File: src/rtl/l2_write_buffer_pkg.sv
// rtl/l2_write_buffer_pkg.sv - shared types and constants for the L2 posted-write buffer
package l2_write_buffer_pkg;

  localparam int WB_DEPTH       = 4;
  localparam int WB_OFFSET_BITS = 4;

  typedef logic [15:0]  lc3b_word;
  typedef logic [127:0] lc3b_cache_line;
  typedef logic [11:0]  lc3b_line_tag;

  typedef struct packed {
    logic           valid;
    lc3b_line_tag   tag;
    lc3b_cache_line line;
  } wb_entry_t;

  typedef enum logic [1:0] {
    U_IDLE = 2'd0,
    U_RESP = 2'd1,
    U_MISS = 2'd2,
    U_DONE = 2'd3
  } up_state_t;

  typedef enum logic {
    D_IDLE  = 1'b0,
    D_DRAIN = 1'b1
  } dn_state_t;

endpackage

File: src/rtl/wb_cam_fifo.sv
// rtl/wb_cam_fifo.sv - circular FIFO of buffered lines with parallel tag lookup and head lock
module wb_cam_fifo
  import l2_write_buffer_pkg::*;
#(
  parameter int DEPTH  = WB_DEPTH,
  parameter int TAG_W  = 12,
  parameter int LINE_W = 128,
  localparam int PW    = $clog2(DEPTH),
  localparam int CW    = PW + 1
) (
  input  logic              clk,
  input  logic              reset_n,
  input  logic [TAG_W-1:0]  lookup_tag,
  output logic              hit,
  output logic              hit_head,
  output logic              hit_locked,
  output logic [LINE_W-1:0] hit_line,
  input  logic              merge,
  input  logic [LINE_W-1:0] merge_line,
  input  logic              push,
  input  logic [TAG_W-1:0]  push_tag,
  input  logic [LINE_W-1:0] push_line,
  input  logic              lock,
  input  logic              pop,
  output logic [TAG_W-1:0]  head_tag,
  output logic [LINE_W-1:0] head_line,
  output logic              empty,
  output logic              full
);

  localparam logic [CW-1:0] FULL_CNT = CW'(DEPTH);

  logic              valid [DEPTH];
  logic [TAG_W-1:0]  tags  [DEPTH];
  logic [LINE_W-1:0] lines [DEPTH];
  logic [PW-1:0]     head;
  logic [PW-1:0]     tail;
  logic [PW-1:0]     hit_idx;
  logic [CW-1:0]     count;
  logic              head_lock;

  // Tags are unique among valid entries, so at most one slot can match.
  always_comb begin
    hit     = 1'b0;
    hit_idx = '0;
    for (int i = 0; i < DEPTH; i++) begin
      if (valid[i] && tags[i] == lookup_tag) begin
        hit     = 1'b1;
        hit_idx = PW'(i);
      end
    end
  end

  assign hit_head   = hit && (hit_idx == head);
  assign hit_locked = hit_head && head_lock;
  assign hit_line   = lines[hit_idx];
  assign head_tag   = tags[head];
  assign head_line  = lines[head];
  assign empty      = (count == '0);
  assign full       = (count == FULL_CNT);

  always_ff @(posedge clk or negedge reset_n) begin
    if (!reset_n) begin
      for (int i = 0; i < DEPTH; i++) valid[i] <= 1'b0;
      head      <= '0;
      tail      <= '0;
      count     <= '0;
      head_lock <= 1'b0;
    end else begin
      if (push) begin
        valid[tail] <= 1'b1;
        tail        <= tail + 1'b1;
      end
      if (pop) begin
        valid[head] <= 1'b0;
        head        <= head + 1'b1;
        head_lock   <= 1'b0;
      end else if (lock) begin
        head_lock <= 1'b1;
      end
      case ({push, pop})
        2'b10:   count <= count + 1'b1;
        2'b01:   count <= count - 1'b1;
        default: count <= count;
      endcase
    end
  end

  // Payload storage carries no reset; validity alone defines occupancy.
  always_ff @(posedge clk) begin
    if (push) begin
      tags[tail]  <= push_tag;
      lines[tail] <= push_line;
    end else if (merge) begin
      lines[hit_idx] <= merge_line;
    end
  end

endmodule

File: src/rtl/l2_write_buffer.sv
// rtl/l2_write_buffer.sv - posted-write buffer between the arbiter L2 port and the L2 cache
module l2_write_buffer
  import l2_write_buffer_pkg::*;
#(
  parameter int DEPTH       = WB_DEPTH,
  parameter int OFFSET_BITS = WB_OFFSET_BITS
) (
  input  logic         clk,
  input  logic         reset_n,
  input  logic [15:0]  up_address,
  input  logic         up_read,
  input  logic         up_write,
  input  logic [127:0] up_wdata,
  output logic [127:0] up_rdata,
  output logic         up_mem_resp,
  output logic [15:0]  dn_address,
  output logic         dn_read,
  output logic         dn_write,
  output logic [127:0] dn_wdata,
  input  logic [127:0] dn_rdata,
  input  logic         dn_mem_resp
);

  localparam int TAG_W = 16 - OFFSET_BITS;

  up_state_t          ustate, u_next;
  dn_state_t          dstate, d_next;
  logic [TAG_W-1:0]   up_tag;
  logic [TAG_W-1:0]   head_tag;
  logic [127:0]       head_line;
  logic [127:0]       hit_line;
  logic               hit, hit_head, hit_locked, empty, full;
  logic               wr_req, wr_merge, wr_push, rd_hit, rd_miss;
  logic               miss_issue, miss_done, drain_start, drain_done;
  logic               dn_read_q, dn_write_q;
  logic [15:0]        dn_address_q;
  logic [127:0]       dn_wdata_q, up_rdata_q;

  assign up_tag = up_address[15:OFFSET_BITS];

  wb_cam_fifo #(
    .DEPTH  (DEPTH),
    .TAG_W  (TAG_W),
    .LINE_W (128)
  ) u_fifo (
    .clk        (clk),
    .reset_n    (reset_n),
    .lookup_tag (up_tag),
    .hit        (hit),
    .hit_head   (hit_head),
    .hit_locked (hit_locked),
    .hit_line   (hit_line),
    .merge      (wr_merge),
    .merge_line (up_wdata),
    .push       (wr_push),
    .push_tag   (up_tag),
    .push_line  (up_wdata),
    .lock       (drain_start),
    .pop        (drain_done),
    .head_tag   (head_tag),
    .head_line  (head_line),
    .empty      (empty),
    .full       (full)
  );

  always_ff @(posedge clk or negedge reset_n) begin
    if (!reset_n) ustate <= U_IDLE;
    else          ustate <= u_next;
  end

  always_comb begin
    u_next = ustate;
    case (ustate)
      U_IDLE: begin
        if (rd_hit)                   u_next = U_RESP;
        else if (rd_miss)             u_next = U_MISS;
        else if (wr_merge || wr_push) u_next = U_RESP;
      end
      U_MISS:  if (miss_done) u_next = U_RESP;
      U_RESP:  u_next = U_DONE;
      U_DONE:  u_next = U_IDLE;
      default: u_next = U_IDLE;
    endcase
  end

  // Reads win over writes; a write to the line being drained waits for its pop.
  always_comb begin
    rd_hit      = (ustate == U_IDLE) && up_read && hit;
    rd_miss     = (ustate == U_IDLE) && up_read && !hit;
    wr_req      = (ustate == U_IDLE) && up_write && !up_read;
    wr_merge    = wr_req && hit && !hit_locked;
    wr_push     = wr_req && !hit && !full;
    miss_issue  = (ustate == U_MISS) && (dstate == D_IDLE) && !dn_read_q;
    miss_done   = (ustate == U_MISS) && dn_read_q && dn_mem_resp;
    up_mem_resp = (ustate == U_RESP);
  end

  always_ff @(posedge clk or negedge reset_n) begin
    if (!reset_n) dstate <= D_IDLE;
    else          dstate <= d_next;
  end

  always_comb begin
    d_next = dstate;
    case (dstate)
      D_IDLE:  if (drain_start) d_next = D_DRAIN;
      D_DRAIN: if (drain_done)  d_next = D_IDLE;
      default: d_next = D_IDLE;
    endcase
  end

  // A read miss that is waiting, or about to start waiting, holds off new drains.
  always_comb begin
    drain_start = (dstate == D_IDLE) && !empty && (ustate != U_MISS) && !rd_miss;
    drain_done  = (dstate == D_DRAIN) && dn_mem_resp;
  end

  always_ff @(posedge clk or negedge reset_n) begin
    if (!reset_n) begin
      dn_read_q    <= 1'b0;
      dn_write_q   <= 1'b0;
      dn_address_q <= '0;
      dn_wdata_q   <= '0;
      up_rdata_q   <= '0;
    end else begin
      if (drain_start) begin
        dn_write_q   <= 1'b1;
        dn_address_q <= {head_tag, {OFFSET_BITS{1'b0}}};
        // A merge landing on the head this same cycle must reach L2.
        dn_wdata_q   <= (wr_merge && hit_head) ? up_wdata : head_line;
      end else if (drain_done) begin
        dn_write_q <= 1'b0;
      end
      if (miss_issue) begin
        dn_read_q    <= 1'b1;
        dn_address_q <= up_address;
      end else if (miss_done) begin
        dn_read_q  <= 1'b0;
        up_rdata_q <= dn_rdata;
      end
      if (rd_hit) up_rdata_q <= hit_line;
    end
  end

  assign dn_read    = dn_read_q;
  assign dn_write   = dn_write_q;
  assign dn_address = dn_address_q;
  assign dn_wdata   = dn_wdata_q;
  assign up_rdata   = up_rdata_q;

endmodule

File: config.mk
export PLATFORM = sky130hd
export DESIGN_NAME = l2_write_buffer
export DESIGN_NICKNAME = d
export VERILOG_FILES = /design/src/rtl/l2_write_buffer_pkg.sv /design/src/rtl/wb_cam_fifo.sv /design/src/rtl/l2_write_buffer.sv
export SDC_FILE = /design/constraint.sdc
export NUM_CORES = 1
export LEC_CHECK = 0
export CAP_MARGIN = 5
export CORE_UTILIZATION = 49
export DETAILED_ROUTE_END_ITERATION = 10
export MAX_ROUTING_LAYER = met4
export PLACE_DENSITY = 0.71
export SYNTH_ARGS = -nofsm -noshare
export SYNTH_HDL_FRONTEND = slang
export SYNTH_SLANG_ARGS = --single-unit
File: constraint.sdc
create_clock -name clk -period 18.2 [get_ports clk]
set_input_delay 4.55 -clock clk [delete_from_list [all_inputs] [get_ports clk]]
set_output_delay 4.55 -clock clk [all_outputs]
set_load 0.03 [all_outputs]
**Yosys cells after proc, flatten, opt, wreduce, memory -nomap -nowiden**

Memory sizes are Yosys's and may differ from the RTL's. A register that Yosys moved wholly into a read port is not among the register bits.
Index checks and enable logic that the tools add are counted.

- Bits in registers: 290
- Bits in writable memories: 560
- Bits of input ports: 277
- Word-level logic and storage cells: 135
- Memories: 2

Memories:

| name | words | bits a word | read ports | clocked after Yosys merged registers in | wr ports | line | text |
|---|---|---|---|---|---|---|---|
| u_fifo.lines | 4 | 128 | 2 | 1 | 1 | wb_cam_fifo.sv:35 | `logic [LINE_W-1:0] lines [DEPTH];` |
| u_fifo.tags | 4 | 12 | 5 | 0 | 1 | wb_cam_fifo.sv:34 | `logic [TAG_W-1:0] tags [DEPTH];` |

- $add $sub $neg: 4
- Magnitude comparators: 4
- Equal/unequal tests: 16
- Muxes and demuxes: 42
- Bitwise gates (word level): 7
- Reduce and logical (&&, ||, !) cells: 44

Operators by type and width:

| kind | number |
|---|---|
| $mux 128 | 5 |
| $reduce_or 128->1 | 1 |
| $eq 12x12->1 | 4 |
| $mux 16 | 2 |
| $logic_and 1x1->1 | 25 |
| $mux 1 | 21 |
| $mux 2 | 7 |
| $reduce_bool 2->1 | 5 |
| $logic_not 1->1 | 8 |
| $mux 4 | 2 |
| $pmux 2 s4 | 1 |
| $eq 2x2->1 const B | 3 |
| $ge 3x3->1 const B | 2 |
| $lt 3x1->1 const B | 2 |
| $ne 2x2->1 const B | 3 |
| $not 2->3 | 2 |
| $pmux 3 s2 | 1 |
| $add 2x1->2 const B | 2 |
| $and 4x4->4 | 1 |
| $demux 1 s2 | 2 |
| $eq 2x1->1 const B | 2 |
| $eq 2x2->1 | 2 |
| $ne 4x4->1 const B | 1 |
| $not 4->4 | 1 |
| 11 further kinds | 12 |

**Logic depth before layout (Yosys ltp)**

Gate-level depths: netlist of the first run.
An unclocked memory read counts as a cell.

- Depth after elaboration: 16
- Gate-level depth with buffers: 14
- Mapped depth without buffers: 12

**By module**

From an unflattened synthesis of the first run, not the netlist that was laid out.

- Cells, all modules: 3317
- Area total of the unflattened synthesis: 41708.8 sq um

By module, submodules not included:

| module | instances | cells an instance | area each (sq um) | sequential area each (sq um) |
|---|---|---|---|---|
| wb_cam_fifo | 1 | 1882 | 28026.9 | 17116.4 |
| l2_write_buffer | 1 | 1435 | 13681.9 | 6931.6 |

**Least setup slack after synthesis of the first run**

Ideal clock, no wire load.

- Kind: input to register
- Start point: in up_address[9]
- End point: mem u_fifo.lines[0][0], enable pin
- Arrival time: 15.468 ns
- Data required time: 17.397 ns
- Path slack: 1.929 ns
- Stages on the path: 10
- Path buffers: 3
- Cell sequence: buf_2 > xnor2_1 > nand4_1 > or4_4 > buf_2 > clkbuf_1 > nand2_1 > a31o_2 > nand2_1 > o31ai_1

- Longest elaborated chain between the ends: 15
- Elaborated cells between the ends (all ways): 32
- Those cells by class: 5 x eq/ne; 14 x mux; 13 x reduce/logical

Ends and longest elaborated chain:

| what | line | text |
|---|---|---|
| from (decl) | l2_write_buffer.sv:10 | `input logic [15:0] up_address,` |
| $eq 12x12->1 | wb_cam_fifo.sv:47 | `if (valid[i] && tags[i] == lookup_tag) begin` |
| $logic_and 1x1->1 | wb_cam_fifo.sv:47 |  |
| $mux 1 | wb_cam_fifo.sv:47 |  |
| $mux 2 or $mux 1 (tied branches) (2 in series) | wb_cam_fifo.sv:47 |  |
| $eq 2x2->1 or $mux 1 (tied branches) | wb_cam_fifo.sv:54, wb_cam_fifo.sv:47 |  |
| $logic_and 1x1->1 | wb_cam_fifo.sv:54 | `assign hit_head = hit && (hit_idx == head);` |
| $logic_and 1x1->1 | wb_cam_fifo.sv:55 | `assign hit_locked = hit_head && head_lock;` |
| $logic_not 1->1 | l2_write_buffer.sv:91 | `wr_merge = wr_req && hit && !hit_locked;` |
| $logic_and 1x1->1 | l2_write_buffer.sv:91 |  |
| $mux 1 | wb_cam_fifo.sv:94 | `end else if (merge) begin` |
| $mux 1 | wb_cam_fifo.sv:91 | `if (push) begin` |
| $mux 1 (implied by the code) | wb_cam_fifo.sv:95 | `lines[hit_idx] <= merge_line;` |
| $reduce_or 128->1 (no source line) | -- |  |
| $mux 2 (no source line) or $mux 1 (tied branches) | -- |  |
| to (decl) | wb_cam_fifo.sv:35 |  |

Several ways; a longest one is shown, not always the timed one.

**Final worst setup path of the first run**

- Start point: in up_address[8]
- End point: reg up_rdata_q[5], in the netlist up_rdata[5]

- Longest elaborated chain between the ends: 9
- Elaborated cells between the ends (all ways): 21
- Those cells by class: 5 x eq/ne; 8 x mux; 7 x reduce/logical; 1 x memory

Ends and longest elaborated chain:

| what | line | text |
|---|---|---|
| $eq 12x12->1 | wb_cam_fifo.sv:47 |  |
| $logic_and 1x1->1 | wb_cam_fifo.sv:47 |  |
| $mux 1 (4 in series) | wb_cam_fifo.sv:47 |  |
| $logic_and 1x1->1 | l2_write_buffer.sv:88 | `rd_hit = (ustate == U_IDLE) && up_read && hit;` |
| $ne 2x2->1 (no source line) or $reduce_bool 2->1 (tied branches) | -- |  |
| $reduce_and 2->1 (no source line) | -- |  |
| to (signal assigned) | l2_write_buffer.sv:139 | `up_rdata_q <= dn_rdata;` |
| to (signal assigned) | l2_write_buffer.sv:141 | `if (rd_hit) up_rdata_q <= hit_line;` |
| to (decl) | l2_write_buffer.sv:37 | `logic [127:0] dn_wdata_q, up_rdata_q;` |

Several ways; a longest one is shown, not always the timed one.
A chain may end at the register's enable or synchronous reset.

==> flow_summary.ini, run 1 <==
[routing]
wl_per_cell_um = 27.8
ant_nets = 0
routed_via_density = 6.25
route.met2.wl_um = 58400
drt_iter0_drc = 2017
drc_errors = 0
vias = 25600
met3_length_um = 7490
top_layer = met4
wl_um = 114000
drtPass1Iterations = 5
routedLengthMet1_um = 44300

[pwr]
p_leak_nw = 17.6
swShare_pct = 32.5
max-vdd-ir-drop_v = 0.000158
seq_power_share_pct = 39.0
power_density_nw_per_um2 = 165
power_frac_comb_pct = 34.8
finalPower_mw = 8.33
clkPwrFrac_pct = 26.2
switchingPower_mw = 2.71
intPower_mw = 5.62

[finish]
fin_util_pct = 61.6
drive_gt1_share_pct = 20.6
syn_to_final_growth_pct = 24.4
layout_common_cells = 688 x edfxtp_1, 550 x clkdlybuf4s50_1, 287 x dfrtp_1, 266 x nor2_1, 257 x mux2_2
nets = 3220
final_common_cell = edfxtp_1

[floorplan]
io-pin-count = 552
core-area_um2 = 82100
rows = 105
die_area_um2 = 84100
fp.dieH_um = 290
fp.dieW_um = 290
start_util_pct = 49.5

[clock_tree]
cts_hold_buffers = 0
numCtsBuffers = 102
cts_tree = done
cts_num_sinks = 978
cts_max_level = 3
clock_latency_ns = 0.66
post_cts_buffers = 0
post_cts_resized = 0
cts-root-buf = clkbuf_16
cts_buffer_depth = 3
path_clk_slew_ns = 0.06

[run_status]
status = finished clean

[sta]
period_minus_slack_ns = 9.11
setup_violations = 0
fmax_ghz = 0.110
tns_ns = 0
finalCritPeriodShare_pct = 50.1
worstMarginPinSlew_ns = 1.28
rsz0062_at_grt = false
whs_ns = 0.474
relSlewSlack_pct = 12.8
drv_slew = 0
fin_skew_ns = 0.0228
finalHoldViolations = 0

[grt]
grt_pass1_vias = 26800
grt_pass1_wl_um = 171000
grt_max_degree = 155
grt_use_total_pct = 27.8
antenna_found_initial = 16
overflow = 0

[setup_path]
r2r-start = u_fifo.tags[2][4]
cp_max_fo = 80
cp.arrival_ns = 9.68
cp-endpoint = up_rdata[5]
critPathRequiredTime_ns = 18.77
cp-start-kind = primary input
timing.rr.end = up_rdata[5]
worst_setup_path_end_kind = flop
rr_worst_depth = 9
r2r_slack_ns = 13.26
crit_path_start = up_address[8]
crit_type = primary input to flop

[synthesis]
yosysSeqAreaShare_pct = 68.7
synth.ff_latch_count = 978
syn_inst = 2423
syn_nets = 2714
synth_edf_count = 688
synthFlopType = edfxtp_1
avgSynthCellArea_um2 = 16.8
syn-cell-area_um2 = 40700
synth_async_sr_flop_share_pct = 29.7
ys.warnings.count = 0
netlist-cell-type-count = 48

[min_path]
holdPathStages = 1
holdCritPathClass = flop to flop

[place]
io_buffers = 551
place_hpwl_um = 66900
globalplace.congestion = 0.858

[flow_run]
drv_cap = 0
## worst min-delay path by stage
stage | start | endpoint | slack [ns]
3_3_place_gp | dn_address[7] | dn_address[7] | 0.46
5_1_grt | dn_address[8] | dn_address[8] | 0.50
6_report | dn_address[13] | dn_address[13] | 0.47
3_5_place_dp | dn_address[7] | dn_address[7] | 0.46
4_1_cts | dn_address[7] | dn_address[7] | 0.48
2_1_floorplan | u_fifo.count[0] | u_fifo.count[0] | 0.46
## power by group through the flow
stage	logic, mW	clock network (mW)	registers, mW
finish	2.90	2.19	3.25
global route	3.04	2.30	3.31
CTS	2.92	2.22	3.25
detailed placement	2.91	0	3.29
global placement	2.86	0	3.26
floorplan	1.59	0	3.48
## area by class of cell
class	instances	area, µm²
flip-flops and latches	978	27900
fillers	5862	31500
repair buffers	593	5860
inverters	15	63.8
multi-input cells	1239	11800
diodes	17	42.5
clock inverters	60	731
well taps	1070	1340
clock buffers	132	2830
## cells by family (layout without fill, tap and decap cells)
group                    count (synthesis)  after routing  share of synthesized area (%)
AO/OA/AOI/OAI                          441            441                           8.94
XOR/XNOR                                52             52                           1.12
adder cells (fa/ha/maj)                 14             14                          0.449
buffers and inverters                  206            800                           2.58
flip-flops                             978            978                           68.7
multiplexers                           399            399                           14.9
other                                    0             17                              0
AND/OR/NAND/NOR                        333            333                           3.32
## critical path, cell delays in order
cell and delay, ns:
clkdlybuf4s50_1 0.61, xnor2_1 0.22, nand4_1 0.15, or4_4 0.25, buf_4 0.74, o2111ai_4 0.34, nand3_4 0.73, and2_4 0.74
buf_4 0.83, a221o_1 0.29
## synth_stat cells, drive strengths merged (12+ instances only)
cell     instances  share of area, %
clkbuf          98              0.90
xnor2           43              0.93
buf             92               1.5
o22ai          129               2.0
mux2           257               7.1
a221o          128               3.2
inv             15              0.14
edfxtp         688                51
a2111oi        128               2.8
a22o            12              0.26
a21o            12              0.22
ha              13              0.40
mux4           140               7.8
dfrtp          290                18
nand2           29              0.27
nor2           266               2.5
o21ai           14              0.17
## layer usage
| layer | up-vias | global-route usage [%] |
|---|---|---|
| met5 | - | - |
| met1 | 13400 | 34.8 |
| met2 | 1187 | 46.1 |
| met3 | 177 | 4.17 |
| met4 | 0 | 10.3 |
| li1 | 10800 | - |
## metrics by stage
step | cells | setup WS, ns | instance area, µm²
finish | 4104 | 9.09 | 50600
global route | 4103 | 8.87 | 50600
CTS | 4087 | 9.06 | 50500
detailed placement | 3895 | 8.40 | 47000
global placement | 3894 | 8.43 | 47000
floorplan | 2423 | 1.93 | 40700
Note: power is estimated with default switching activity, not from simulation.
==> inputs of run 2 (changes only) <==
==> constraint.sdc (replaced) <==
create_clock -name clk -period 9.3 [get_ports clk]
set_input_delay 2.325 -clock clk [delete_from_list [all_inputs] [get_ports clk]]
set_output_delay 2.325 -clock clk [all_outputs]
set_load 0.03 [all_outputs]
==> run 2 against run 1 <==
Register-to-register slack got worse by 8.1 ns. Clock-buffer cell count increased by 8. Routed wire length decreased by 1.0%. Sequential cell count unchanged. Core utilization increased by 0.094 points. Non-clock buffer count increased by 4. Total power increased by 95%. Global-route usage decreased by 0.17 points. Worst hold slack improved by 0.0062 ns.
==> flow_summary.ini, run 2 (synthesis results as in run 1) <==
[place]
globalplace.congestion = 0.854
placed_area_um2 = 47100
io_buffers = 551
dp_cells = 3899
place_hpwl_um = 67400

[finish]
drive_gt1_share_pct = 20.8
syn_to_final_growth_pct = 24.6
final_common_cell = edfxtp_1
layout_common_cells = 688 x edfxtp_1, 550 x clkdlybuf4s50_1, 287 x dfrtp_1, 266 x nor2_1, 257 x mux2_2
final_area_um2 = 50700
instances_no_fill = 4115
fin_util_pct = 61.7
nets = 3226

[sta]
finalCritPeriodShare_pct = 65.3
period_minus_slack_ns = 6.07
tns_ns = 0
rsz0062_at_grt = false
fin_skew_ns = 0.0241
relSlewSlack_pct = 18.8
fmax_ghz = 0.165
whs_ns = 0.480
worstMarginPinSlew_ns = 1.19
drv_slew = 0
finalHoldViolations = 0
setup_violations = 0

[routing]
routedLengthMet1_um = 43900
drtPass1Iterations = 5
wl_per_cell_um = 27.5
ant_nets = 0
top_layer = met4
drt_iter0_drc = 2380
vias = 25700
drc_errors = 0
met3_length_um = 7620
routed_via_density = 6.24
wl_um = 113000
route.met2.wl_um = 57900

[grt]
grt_pass1_wl_um = 171000
grt_pass1_vias = 27200
grt_max_degree = 136
overflow = 0
antenna_found_initial = 19
grt_use_total_pct = 27.6

[floorplan]
rows = 105
fp.dieH_um = 290
io-pin-count = 552
die_area_um2 = 84100
core-area_um2 = 82100
fp.dieW_um = 290
start_util_pct = 49.5

[clock_tree]
cts_tree = done
path_clk_slew_ns = 0.06
cts_num_sinks = 978
clock_latency_ns = 0.67
cts_hold_buffers = 0
post_cts_resized = 0
cts_max_level = 3
cts_buffer_depth = 3
post_cts_buffers = 0
cts-root-buf = clkbuf_16
numCtsBuffers = 104

[setup_path]
cp.arrival_ns = 6.60
critPathRequiredTime_ns = 9.83
path_buf_inv = 3
path_cells = clkdlybuf4s50_1, xnor2_1, nand4_1, or4_4, o2111ai_4, o21ai_1, inv_8, buf_12, mux2_2
cp_slowest_cell = or4_4
cp-start-kind = primary input
critical_path.max_stage_delay_ns = 0.83
worst_setup_path_end_kind = flop
path_delay_family = buffers and inverters
crit_type = primary input to flop
cp_max_fo = 118

[pwr]
max-vdd-ir-drop_v = 0.000318
power_density_nw_per_um2 = 320
p_leak_nw = 17.7

[run_status]
status = finished clean

[flow_run]
drv_cap = 0

[min_path]
holdCritPathClass = flop to flop
## run 2: changes by cell type in the layout (fill, tap and decap cells not counted), moves of 3 or more
cell	previous run	this run
clkinv_2	16	23
clkinvlp_4	6	3
bufinv_16	15	10
clkbuf_8	8	15
buf_12	2	8
clkinv_4	6	3
## run 2: final cells by class
class / count / area, µm²
antenna: 18 / 45.0
clock buffer: 140 / 2930
clock inverter: 58 / 601
fill: 5901 / 31500
inverter: 15 / 63.8
multi-input combinational: 1239 / 11800
sequential: 978 / 27900
tap: 1070 / 1340
timing repair buffer: 597 / 5970
## run 2: worst paths after layout
check,start,to,slack [ns],cells past startpoint
setup / recovery,up_address[5],flop,3.23,9
hold / removal,dn_address[10],dn_address[10],0.48,1
setup reg to reg,u_fifo.tags[2][5],up_rdata[121],5.17,8
hold reg to reg,dn_address[10],dn_address[10],0.48,1
max in group asynchronous,reset_n,async pin,6.37,2
min in group asynchronous,reset_n,async pin,1.59,1
## run 2: power by group
group,internal (mW),switching (mW),leakage [nW]
Combinational,2.68,3.00,6.13
Clock,2.50,1.72,1.74
Sequential,5.76,0.576,9.80
Total,10.9,5.30,17.7
## run 2: layer usage
layer | vias to the layer above | track usage [%]
met2 | 1234 | 45.6
li1 | 10800 | -
met1 | 13400 | 34.2
met3 | 209 | 4.56
met5 | - | -
met4 | 0 | 10.9
## run 2: per-stage QoR
| stage | total power, mW | setup slack (ns) |
|---|---|---|
| 4_1_cts | 16.4 | 3.25 |
| 6_report | 16.2 | 3.23 |
| 2_1_floorplan | 9.91 | 1.52 |
| 3_5_place_dp | 12.1 | 2.56 |
| 5_1_grt | 16.9 | 3.04 |
| 3_3_place_gp | 12.0 | 2.64 |
==> inputs of run 3 (changes only) <==
==> constraint.sdc (replaced) <==
create_clock -name clk -period 5.9 [get_ports clk]
set_input_delay 1.475 -clock clk [delete_from_list [all_inputs] [get_ports clk]]
set_output_delay 1.475 -clock clk [all_outputs]
set_load 0.03 [all_outputs]
==> run 3 against run 2 <==
Clock skew increased by 0.0038 ns. Critical path depth unchanged. Routed wire length about the same. Combinational power increased by 62%. Register-to-register slack got worse by 3.0 ns. Core utilization increased by 0.70 points. Sequential share of layout area decreased by 0.62 points. Total power increased by 57%. Global-route usage decreased by 0.13 points. Sequential power increased by 56%. First-iteration DRC count decreased by 4.5%.
==> flow_summary.ini, run 3 (synthesis results as in run 1) <==
[setup_path]
rr_worst_depth = 8
cp.arrival_ns = 5.38
worst_setup_path_end_kind = flop
cp_max_fo = 60
cp-start-kind = primary input
timing.rr.end = up_rdata[85]
critPathRequiredTime_ns = 6.48
crit_type = primary input to flop
r2r_slack_ns = 2.19
r2r-start = u_fifo.tags[2][5]

[routing]
routed_via_density = 6.18
wl_per_cell_um = 27.1
vias = 25800
drtPass1Iterations = 5
drt_iter0_drc = 2273
drc_errors = 0
ant_nets = 0
wl_um = 113000

[clock_tree]
numCtsBuffers = 101
cts_num_sinks = 978
clock_latency_ns = 0.66
cts_hold_buffers = 0
cts_max_level = 3
post_cts_resized = 0
path_clk_slew_ns = 0.06
cts_tree = done
post_cts_buffers = 0
cts_buffer_depth = 3
cts-root-buf = clkbuf_16

[finish]
syn_to_final_growth_pct = 26.0
layout_common_cells = 688 x edfxtp_1, 550 x clkdlybuf4s50_1, 287 x dfrtp_1, 266 x nor2_1, 257 x mux2_2
fin_util_pct = 62.4
final_common_cell = edfxtp_1
fill_cells = 5824
instances_no_fill = 4165
nets = 3278
drive_gt1_share_pct = 21.9

[grt]
overflow = 0
antenna_found_initial = 19
grt_pass1_vias = 27300
grt_use_total_pct = 27.5
grt_pass1_wl_um = 170000
grt_max_degree = 137

[floorplan]
fp.dieW_um = 290
rows = 105
core-area_um2 = 82100
die_area_um2 = 84100
io-pin-count = 552
fp.dieH_um = 290
start_util_pct = 49.5

[place]
globalplace.congestion = 0.889
place_hpwl_um = 67600
io_buffers = 551
dp_cells = 3954

[sta]
relSlewSlack_pct = 8.57
fmax_ghz = 0.208
drv_slew = 0
rsz0062_at_grt = false
fin_skew_ns = 0.0278
worstMarginPinSlew_ns = 1.34
finalCritPeriodShare_pct = 81.5
whs_ns = 0.474
tns_ns = 0
finalHoldViolations = 0
period_minus_slack_ns = 4.81
setup_violations = 0

[min_path]
holdCritPathClass = flop to flop
hp-start = dn_address[15]
holdPathStages = 1
worstHoldEndpoint = dn_address[15]

[pwr]
p_leak_nw = 18.0
max-vdd-ir-drop_v = 0.000387
power_density_nw_per_um2 = 497
finalPower_mw = 25.4

[run_status]
status = finished clean

[flow_run]
drv_cap = 0
[run 3: worst max-delay path by stage]
| stage | from | to | slack, ns | cells past startpoint |
|---|---|---|---|---|
| after detailed placement | up_address[8] | up_rdata[85] | 0.50 | 9 |
| after global routing | up_address[5] | up_rdata[86] | 1.02 | 9 |
| after global placement | up_address[8] | up_rdata[86] | 0.55 | 9 |
| after floorplan | up_address[10] | u_fifo.lines[0][0] | -0.69 | 10 |
| final | up_address[8] | up_rdata[85] | 1.09 | 9 |
| after CTS | up_address[13] | up_rdata[85] | 1.19 | 9 |
[run 3: layer usage]
metal / wire [µm] / up-vias / GRT usage, % / share of wire (%)
met1: 44500 / 13500 / 34.0 / 39
li1: - / 10900 / - / -
met3: 6610 / 196 / 4.07 / 5.9
met5: 0 / - / - / 0
met4: 3800 / 0 / 10.8 / 3.4
met2: 58000 / 1085 / 45.8 / 51
[run 3: power breakdown]
group	switching [mW]	leakage (nW)	internal, mW
combinational	4.83	6.56	4.35
clock	2.64	1.64	3.75
sequential	0.803	9.80	9.07
[run 3: per-stage QoR]
step / cell area (µm²) / setup WS (ns)
2_1_floorplan: 40800 / -0.690
3_3_place_gp: 47800 / 0.547
3_5_place_dp: 47800 / 0.503
4_1_cts: 51200 / 1.19
5_1_grt: 51200 / 1.02
6_report: 51200 / 1.09
[run 3: worst max-delay path: stages]
cell             delay, ns
clkdlybuf4s50_1       0.72
xnor2_1               0.17
nand4_1               0.17
or4_4                 0.66
o2111ai_4             0.24
nand3_4               0.12
buf_4                 0.33
a2111oi_0             1.16
a221o_1               0.22
[run 3: final cells by class]
type                    count  area [µm²]  share of cell area (%)
diodes                     20        50.0                  0.0977
inverters                  15        63.8                   0.125
repair buffers            652        6630                    12.9
well taps                1070        1340                    2.61
clock buffers             155        2970                    5.80
multi-input cells        1239       11800                    23.1
clock inverters            36         410                   0.801
flip-flops and latches    978       27900                    54.5
